### config.mk
export PLATFORM = sky130hd
export DESIGN_NAME = median3x3_stream
export DESIGN_NICKNAME = d
export VERILOG_FILES = /design/src/rtl/disp_filt_pkg.sv /design/src/rtl/median9.sv /design/src/rtl/median3x3_stream.sv
export SDC_FILE = /design/constraint.sdc
export NUM_CORES = 2
export LEC_CHECK = 0
export BUFFER_PORTS_ARGS = -buffer_cell sky130_fd_sc_hd__buf_2
export CAP_MARGIN = 20
export CORE_UTILIZATION = 50
export DETAILED_ROUTE_END_ITERATION = 8
export GPL_TIMING_DRIVEN = 0
export PLACE_DENSITY = 0.63
export SLEW_MARGIN = 20
export SYNTH_ARGS = -nofsm -noshare
export SYNTH_HDL_FRONTEND = slang
export SYNTH_SLANG_ARGS = --single-unit
### constraint.sdc
create_clock -name clk -period 24.7 [get_ports clk]
set_input_delay 2.47 -clock clk [delete_from_list [all_inputs] [get_ports clk]]
set_output_delay 2.47 -clock clk [all_outputs]
set_load 0.02 [all_outputs]
### src/rtl/disp_filt_pkg.sv
// Shared types for the disparity filtering chain.
package disp_filt_pkg;
  typedef logic [7:0] pix_t;
  typedef enum logic [1:0] {FILL, RUN, FLUSH} med_state_t;
endpackage

### src/rtl/median9.sv
// Combinational median of nine pixels via a 19 compare-exchange network.
module median9
  import disp_filt_pkg::*;
(
  input  pix_t [8:0] pix_i,
  output pix_t       med_o
);
  // each entry orders the pair so that p[CA] <= p[CB]
  localparam int CA [19] = '{1, 4, 7, 0, 3, 6, 1, 4, 7, 0, 5, 4, 3, 1, 2, 4, 4, 6, 4};
  localparam int CB [19] = '{2, 5, 8, 1, 4, 7, 2, 5, 8, 3, 8, 7, 6, 4, 5, 7, 2, 4, 2};

  pix_t p [9];
  pix_t t;

  always_comb begin
    for (int i = 0; i < 9; i++) p[i] = pix_i[i];
    t = '0;
    for (int i = 0; i < 19; i++) begin
      if (p[CA[i]] > p[CB[i]]) begin
        t        = p[CA[i]];
        p[CA[i]] = p[CB[i]];
        p[CB[i]] = t;
      end
    end
  end

  assign med_o = p[4];
endmodule

### src/rtl/median3x3_stream.sv
// 3x3 median filter on a raster disparity stream; border pixels pass through.
module median3x3_stream
  import disp_filt_pkg::*;
#(
  parameter int in_width  = 120,
  parameter int in_height = 240
) (
  input  logic       clk,
  input  logic       reset,
  input  logic [7:0] in_data,
  input  logic       in_valid,
  output logic       in_ready,
  output logic [7:0] out_data,
  output logic       out_valid,
  input  logic       out_ready
);
  localparam int CW = $clog2(in_width);
  localparam int RW = $clog2(in_height);
  localparam logic [CW-1:0] COL_LAST = CW'(in_width - 1);
  localparam logic [RW-1:0] ROW_LAST = RW'(in_height - 1);

  med_state_t      state_q, state_d;
  logic [CW-1:0]   col_q, col_d, ocol_q, ocol_d, rd_addr;
  logic [RW-1:0]   row_q, row_d, orow_q, orow_d;
  logic            last_q, last_d, out_valid_q, out_valid_d;
  pix_t            out_data_q, out_data_d;
  pix_t [2:0][1:0] hist_q, hist_d;
  pix_t            lba [in_width];
  pix_t            lbb [in_width];
  pix_t            rda_q, rdb_q, new_pix, med;
  pix_t [8:0]      win;
  logic            slot_free, adv, load, wr, border;

  assign slot_free = !out_valid_q || out_ready;
  assign out_valid = out_valid_q;
  assign out_data  = out_data_q;

  // Window = two stored columns plus the column being shifted in this cycle.
  assign win = {new_pix, hist_q[2][1], hist_q[2][0],
                rda_q,   hist_q[1][1], hist_q[1][0],
                rdb_q,   hist_q[0][1], hist_q[0][0]};

  median9 u_med (.pix_i(win), .med_o(med));

  assign border = (ocol_q == '0) || (ocol_q == COL_LAST) ||
                  (orow_q == '0) || (orow_q == ROW_LAST);

  always_comb begin
    state_d     = state_q;
    col_d       = col_q;
    row_d       = row_q;
    ocol_d      = ocol_q;
    orow_d      = orow_q;
    last_d      = last_q;
    out_valid_d = out_valid_q;
    out_data_d  = out_data_q;
    hist_d      = hist_q;
    in_ready    = 1'b0;
    adv         = 1'b0;
    load        = 1'b0;
    wr          = 1'b0;
    new_pix     = in_data;
    case (state_q)
      FILL: begin
        in_ready = 1'b1;
        if (in_valid) begin
          adv = 1'b1;
          wr  = 1'b1;
          if (col_q == '0 && row_q == RW'(1)) state_d = RUN;
        end
      end
      RUN: begin
        in_ready = slot_free;
        if (in_valid && slot_free) begin
          adv  = 1'b1;
          wr   = 1'b1;
          load = 1'b1;
          if (col_q == COL_LAST && row_q == ROW_LAST) state_d = FLUSH;
        end
      end
      FLUSH: begin
        // Remaining outputs are all bottom/right border, so the filler pixel never matters.
        new_pix = '0;
        if (!last_q && slot_free) begin
          adv  = 1'b1;
          load = 1'b1;
          if (ocol_q == COL_LAST && orow_q == ROW_LAST) last_d = 1'b1;
        end else if (last_q && out_valid_q && out_ready) begin
          state_d = FILL;
          last_d  = 1'b0;
          col_d   = '0;
        end
      end
      default: state_d = FILL;
    endcase

    if (adv) begin
      for (int r = 0; r < 3; r++) hist_d[r][0] = hist_q[r][1];
      hist_d[0][1] = rdb_q;
      hist_d[1][1] = rda_q;
      hist_d[2][1] = new_pix;
      col_d = (col_q == COL_LAST) ? '0 : col_q + 1'b1;
      if (state_q != FLUSH && col_q == COL_LAST)
        row_d = (row_q == ROW_LAST) ? '0 : row_q + 1'b1;
    end

    if (load) begin
      out_valid_d = 1'b1;
      out_data_d  = border ? hist_q[1][1] : med;
      ocol_d      = (ocol_q == COL_LAST) ? '0 : ocol_q + 1'b1;
      if (ocol_q == COL_LAST) orow_d = (orow_q == ROW_LAST) ? '0 : orow_q + 1'b1;
    end else if (out_ready) begin
      out_valid_d = 1'b0;
    end
  end

  // Read one column ahead so the RAM output lines up with the next accept.
  assign rd_addr = reset ? '0 : col_d;

  always_ff @(posedge clk) begin
    if (reset) begin
      state_q     <= FILL;
      col_q       <= '0;
      row_q       <= '0;
      ocol_q      <= '0;
      orow_q      <= '0;
      last_q      <= 1'b0;
      out_valid_q <= 1'b0;
      out_data_q  <= '0;
    end else begin
      state_q     <= state_d;
      col_q       <= col_d;
      row_q       <= row_d;
      ocol_q      <= ocol_d;
      orow_q      <= orow_d;
      last_q      <= last_d;
      out_valid_q <= out_valid_d;
      out_data_q  <= out_data_d;
    end
  end

  always_ff @(posedge clk) begin
    if (adv && !reset) hist_q <= hist_d;
    if (wr && !reset) begin
      lba[col_q] <= in_data;
      lbb[col_q] <= rda_q;
    end
    rda_q <= lba[rd_addr];
    rdb_q <= lbb[rd_addr];
  end
endmodule

### After elaboration in Yosys (flattened, before gate mapping)

Memory sizes are Yosys's and may differ from the RTL's. A register that Yosys moved wholly into a read port is not among the register bits.
Index checks and enable logic that the tools add are counted.

* register bits after elaboration: 90
* input port bits: 12
* RAM bits: 1920
* memories: 2
* output and inout port bits: 10
* logic and storage cells: 135

* reductions and logical operators: 28
* magnitude comparators: 19
* equal/unequal tests: 15
* $add $sub $neg: 4
* muxes and demuxes: 53

Memory list
* lba: words 120, bits a word 8, read ports 1, clocked after memory_dff 1, write ports 1, RTL line median3x3_stream.sv:28 `pix_t lba [in_width];`
* lbb: words 120, bits a word 8, read ports 1, clocked after memory_dff 1, write ports 1, RTL line median3x3_stream.sv:29 `pix_t lbb [in_width];`

Operators by type and width (number)
* $gt 8x8->1: 19
* $mux 16: 9
* $mux 8: 16
* $mux 7: 7
* $add 8x1->8 const B: 2
* $eq 8x8->1 const B: 2
* $add 7x1->7 const B: 2
* $eq 7x7->1 const B: 2
* $logic_not 7->1: 2
* $ne 2x2->1 const B: 7
* $mux 2: 6
* $logic_and 1x1->1: 10
* $mux 1: 10
* $eq 8x1->1 const B: 1
* $logic_not 8->1: 1
* $pmux 1 s2: 3
* $pmux 2 s3: 1
* $reduce_and 2->1: 3
* $reduce_and 6->1: 1
* $logic_or 1x1->1: 4
* $reduce_bool 2->1: 2
* $logic_not 1->1: 3
* $pmux 1 s3: 1
* $reduce_and 3->1: 1
* other kinds (4): 4

### Logic depth before layout (Yosys ltp)

* depth after elaboration: 21
* depth in mapped cells: 104
* mapped depth without buffers: 93

### By module

A second synthesis with hierarchy kept.

* cells, all modules: 6187
* area total of the unflattened synthesis: 86131.4 sq um

Modules (own cells, without submodules)
* median3x3_stream: times used 1, area an instance 79272.3 sq um, seq. area each 60257.8 sq um, cells each 5192
* median9: times used 1, area an instance 6859.1 sq um, seq. area each 0.0 sq um, cells each 995

### Worst setup path before layout

No wires, ideal clock.

* path type: in2reg
* start point: input in_data[2]
* end point: register out_data_q[5], in the netlist out_data[5]
* slack: 5.760 ns
* required time: 24.621 ns
* cell stages on the path: 95
* data arrival time: 18.861 ns
* library setup time: 0.079 ns
* buffers on the path: 14
* cell sequence: nand2_1 ha_1 nand4_1 or2_1 and2_4 nor2_1 clkbuf_1 nand2_1 o21ai_0 inv_1 ha_1 nand2_1 o21a_1 and2_1 a21oi_1 o21ai_0 mux2i_4 buf_2 [59 not listed] or3b_2 o211a_1 buf_2 buf_2 mux2i_1 ha_1 nor2b_1 o21a_1 o21ai_0 nand2b_1 a21oi_1 o21ai_0 o31a_1 or2_2 clkbuf_1 clkbuf_1 a2111o_1 o211ai_1

* word-level cells in the longest chain between the ends: 20
* elaborated cells on any way between the ends: 28
* those cells by class: 12 x order compare; 16 x mux

Ends and longest elaborated chain
* start, declared: RTL line median3x3_stream.sv:10 `input logic [7:0] in_data,`
* $mux 8 *: RTL line median3x3_stream.sv:63 `case (state_q)`
* $gt 8x8->1: RTL line median9.sv:19 `if (p[CA[i]] > p[CB[i]]) begin`
* $mux 16 *: RTL line median9.sv:19
* $gt 8x8->1: RTL line median9.sv:19
* $mux 16: RTL line median9.sv:19
* $gt 8x8->1: RTL line median9.sv:19
* $mux 16: RTL line median9.sv:19
* $gt 8x8->1: RTL line median9.sv:19
* [4 not listed]
* $mux 8: RTL line median9.sv:19
* $gt 8x8->1: RTL line median9.sv:19
* $mux 8: RTL line median9.sv:19
* $gt 8x8->1: RTL line median9.sv:19
* $mux 8: RTL line median9.sv:19
* $gt 8x8->1: RTL line median9.sv:19
* $mux 8 *: RTL line median9.sv:19
* $mux 8 *: RTL line median3x3_stream.sv:109 `out_data_d = border ? hist_q[1][1] : med;`
* end signal, assigned: RTL line median3x3_stream.sv:138 `out_data_q <= out_data_d;`
* end, declared: RTL line median3x3_stream.sv:26 `pix_t out_data_q, out_data_d;`

Mark *: on every way between the ends. The rest lies on a longest branch, timed or not.
A chain may end at the register's enable or synchronous reset.

### Final worst setup path

* start point: input in_data[0]
* end point: register out_data_q[7], in the netlist out_data[7]

* word-level cells in the longest chain between the ends: 20
* elaborated cells on any way between the ends: 28
* those cells by class: 12 x order compare; 16 x mux

Ends and longest elaborated chain
* $mux 8 *: RTL line median3x3_stream.sv:63
* named net new_pix[0]: RTL line median3x3_stream.sv:30 `pix_t rda_q, rdb_q, new_pix, med;`
* $gt 8x8->1: RTL line median9.sv:19
* $mux 16 *: RTL line median9.sv:19
* $gt 8x8->1: RTL line median9.sv:19
* $mux 16: RTL line median9.sv:19
* $gt 8x8->1: RTL line median9.sv:19
* $mux 16: RTL line median9.sv:19
* [5 not listed]
* $mux 8: RTL line median9.sv:19
* $gt 8x8->1: RTL line median9.sv:19
* $mux 8: RTL line median9.sv:19
* $gt 8x8->1: RTL line median9.sv:19
* $mux 8: RTL line median9.sv:19
* $gt 8x8->1: RTL line median9.sv:19
* $mux 8 *: RTL line median9.sv:19
* $mux 8 *: RTL line median3x3_stream.sv:109

The timed path passes the listed nets; every way through them passes the cells marked *.

==> run_results.csv <==
group,metric,value,unit
status,status,"completed",
power,powerDensity,131,nW/um^2
timing,rsz0062_at_grt,"false",
synth,synth.area.top_cells,"edfxtp_1, nand2_1, a311oi_1",
final_layout,final_nets,7787,
placement,dp_hpwl,211,mm
route,ant_nets,0,
route,via_per_inst,6.23,
worst_setup_path,crit-reg2reg-launch,"state_q[0]",
worst_setup_path,start_kind,"primary input",
floorplan,fp.coreArea,174000,um^2
final_layout,final_cell_mix,"nand2_1, edfxtp_1, nand3_1, clkbuf_1, a311oi_1",
floorplan,ioPinCount,22,
clock_network,cts.path.max_buffers,3,
grt,grt_pass1_wl,417,mm
timing,final_hold_viol_count,0,
power,peakVddDrop,574,uV
synth,synthCells,7270,
floorplan,die_area,177000,um^2
synth,synth_xor_xnor_area_share,0.00190,
synth,yosys.area_share.simple,0.160,
worst_setup_path,critical_path_class,"primary input to flip-flop",
synth,synth_cell_types,93,
route,wl_met3,31.8,mm
synth,synthAdderAreaFrac,0.0229,
timing,slew-limit-headroom,0.185,
worst_setup_path,critPathMaxFanout,81,
route,drtIter0Drc,8963,
clock_network,clkSinkCount,2026,
floorplan,rows,153,
route,dr.max_layer_used,"met5",
timing,final_max_slew_viol_count,0,
worst_setup_path,timing.critical_path.mode_cell,"o21ai_0",
route,wl_met2,132,mm
route,num_vias,63000,
synth,synth_compound_area_frac,0.0903,
route,drcViolationCount,0,
timing,setup_viol,0,
grt,grt_pass1_vias,58800,
final_layout,drive_gt1_frac,0.0862,
final_layout,mostFrequentLayoutCell,"nand2_1",
timing,post-route-period-util,0.929,
worst_setup_path,ff2ff_setup_slack,3.15,ns
synth,synth_nets,7442,
route,wirelength,295,mm
worst_setup_path,r2r_cells,97,
floorplan,initial_core_util,0.504,
route,wl_met1,115,mm
placement,pre_cts_ws,0.832,ns
worst_setup_path,critPathArrivalTime,23.67,ns
synth,avgSynthCellArea,12.0,um^2
grt,grt.total_usage,0.332,
synth,synth.area.mux_share,0.0104,
final_layout,syn_to_final_growth,13.5,%
grt,grt_overflow,0,
placement,numPortBuffers,20,
route,wl_per_cell,29.2,um
grt,antenna_found_initial,15,
timing,max_freq,43.6,MHz
clock_network,clk_pin_slew,0.07,ns
synth,ys.flop_type,"edfxtp_1",
timing,fin_skew,0.0419,ns
placement,gp_congestion,1.03,
job,timing.max_cap.violations,0,
synth,ys_seq_area_frac,0.688,
floorplan,die_y,420,um
worst_setup_path,crit_start,"in_data[0]",
timing,min_period,22.96,ns
synth,ys_seq_elements,2026,
synth,yosysTopAreaCellShare,0.675,
timing,finalSetupTns,0,ns
power,total_power,13.1,mW
clock_network,clock_latency,0.87,ns
clock_network,cts_tree,"yes",
clock_network,cts_hold_buf,0,
timing,setup_slack,1.74,ns
worst_setup_path,crit_path_end_kind,"flip-flop",
worst_setup_path,rr_endpoint,"out_data[7]",
worst_setup_path,required,25.41,ns
worst_setup_path,slowest_delay,0.51,ns
grt,grt_max_degree,91,
synth,yosysTopAreaCell,"edfxtp_1",
power,p_leak,34.8,nW
floorplan,die_x,420,um
synth,synth_top_family_by_area,"simple AND/OR/NAND/NOR gates",
clock_network,cts_buffers,205,
timing,worstMarginPinSlew,1.22,ns
route,detail_route.first_pass.iterations,6,
synth,ys_warn_count,0,
synth,synthesis.area,87500,um^2
clock_network,cts_setup_buffers,0,
synth,postSynth.asyncResetShare,0,
clock_network,root_buffer,"clkbuf_16",
hold_path,hold_class,"flip-flop to flip-flop",
worst_setup_path,crit_path_end,"out_data[7]",
clock_network,htreeDepth,4,
synth,synth_edf_count,1968,
worst_setup_path,cp_slowest_cell,"buf_1",
## metrics by stage
stage	util	std cells	hold slack, ns	cell area (um^2)
2_1_floorplan	-	7270	0.426	87500
3_3_place_gp	0.521	9615	0.433	90500
3_5_place_dp	0.534	9733	0.467	92800
4_1_cts	0.572	10100	0.479	99300
5_1_grt	0.572	10100	0.499	99400
6_report	0.572	10100	0.480	99400
## kinds of logic (layout without fill, tap and decap cells)
logic type               after synthesis  after routing
other                                  0              6
XOR/XNOR                              19             19
adder cells (fa/ha/maj)              160            160
buffers and inverters                601           1115
AO/OA/AOI/OAI                       1105           1105
flip-flops                          2026           2026
multiplexers                          87             87
AND/OR/NAND/NOR                     3272           3272
## synthesized netlist by cell type, drive strengths merged, types with 9 or more instances
library cell,count
o211ai,9
a31oi,136
buf,57
inv,117
nand2b,13
a21o,44
edfxtp,1968
or4,10
and3,255
a211oi,102
nand3,540
nor3,36
clkbuf,427
o21a,22
ha,160
nand2,2075
or2,13
mux2i,80
nor2b,22
a311oi,352
xor2,13
nand4,22
o21bai,14
o31ai,15
o21ai,128
a21oi,220
nor2,252
dfxtp,58
## critical path: cells and delay by family
family | cells | cell delay (ns)
AOI/OAI and AO/OA | 41 | 7.68
adders and majority gates | 9 | 2.63
buffers and inverters | 18 | 5.24
muxes | 4 | 1.19
and+or+nand+nor | 24 | 4.24
## registers in the layout, summed over array words and instances, names as in the netlist, 8 cells and up
signal,flops
rdb_q,8
orow_q,8
hist_q,48
row_q,8
rda_q,8
lbb,960
lba,960
out_data,8
## area by class of cell
| cell class | count | area, um^2 |
|---|---|---|
| clock buffers | 253 | 5430 |
| inverters | 117 | 439 |
| well taps | 2325 | 2910 |
| multi-input cells | 4643 | 25300 |
| fillers | 14400 | 74400 |
| plain buffers | 484 | 1900 |
| clock inverters | 123 | 1070 |
| flip-flops and latches | 2026 | 60300 |
| repair buffers | 138 | 2010 |
| diodes | 6 | 15.0 |
## worst min-delay path by stage
stage               startpoint         end  slack [ns]  cells after the start
floorplan           hist_q[40]  hist_q[32]        0.43                      0
global placement    hist_q[40]  hist_q[32]        0.43                      0
detailed placement  hist_q[40]  hist_q[32]        0.47                      0
CTS                 hist_q[40]  hist_q[32]        0.48                      0
global route        hist_q[40]  hist_q[32]        0.50                      0
finish              hist_q[40]  hist_q[32]        0.48                      0
## per-layer routing
metal / vias to the layer above / global-route usage
li1: 27600 / -
met1: 31200 / 0.449
met2: 3493 / 0.504
met3: 662 / 0.0762
met4: 10 / 0.168
met5: - / 0
## power breakdown
part / switching, mW / total [mW] / internal (mW)
Combinational: 3.93 / 6.17 / 2.24
Sequential: 0.0325 / 3.86 / 3.82
Clock: 1.33 / 3.05 / 1.71
## what timing repair did
action,in CTS,in global routing
endpoints found under the hold margin,0,0
gates resized for setup,0,2
setup endpoints to repair,0,6
Power figures use the tool's default switching activity.
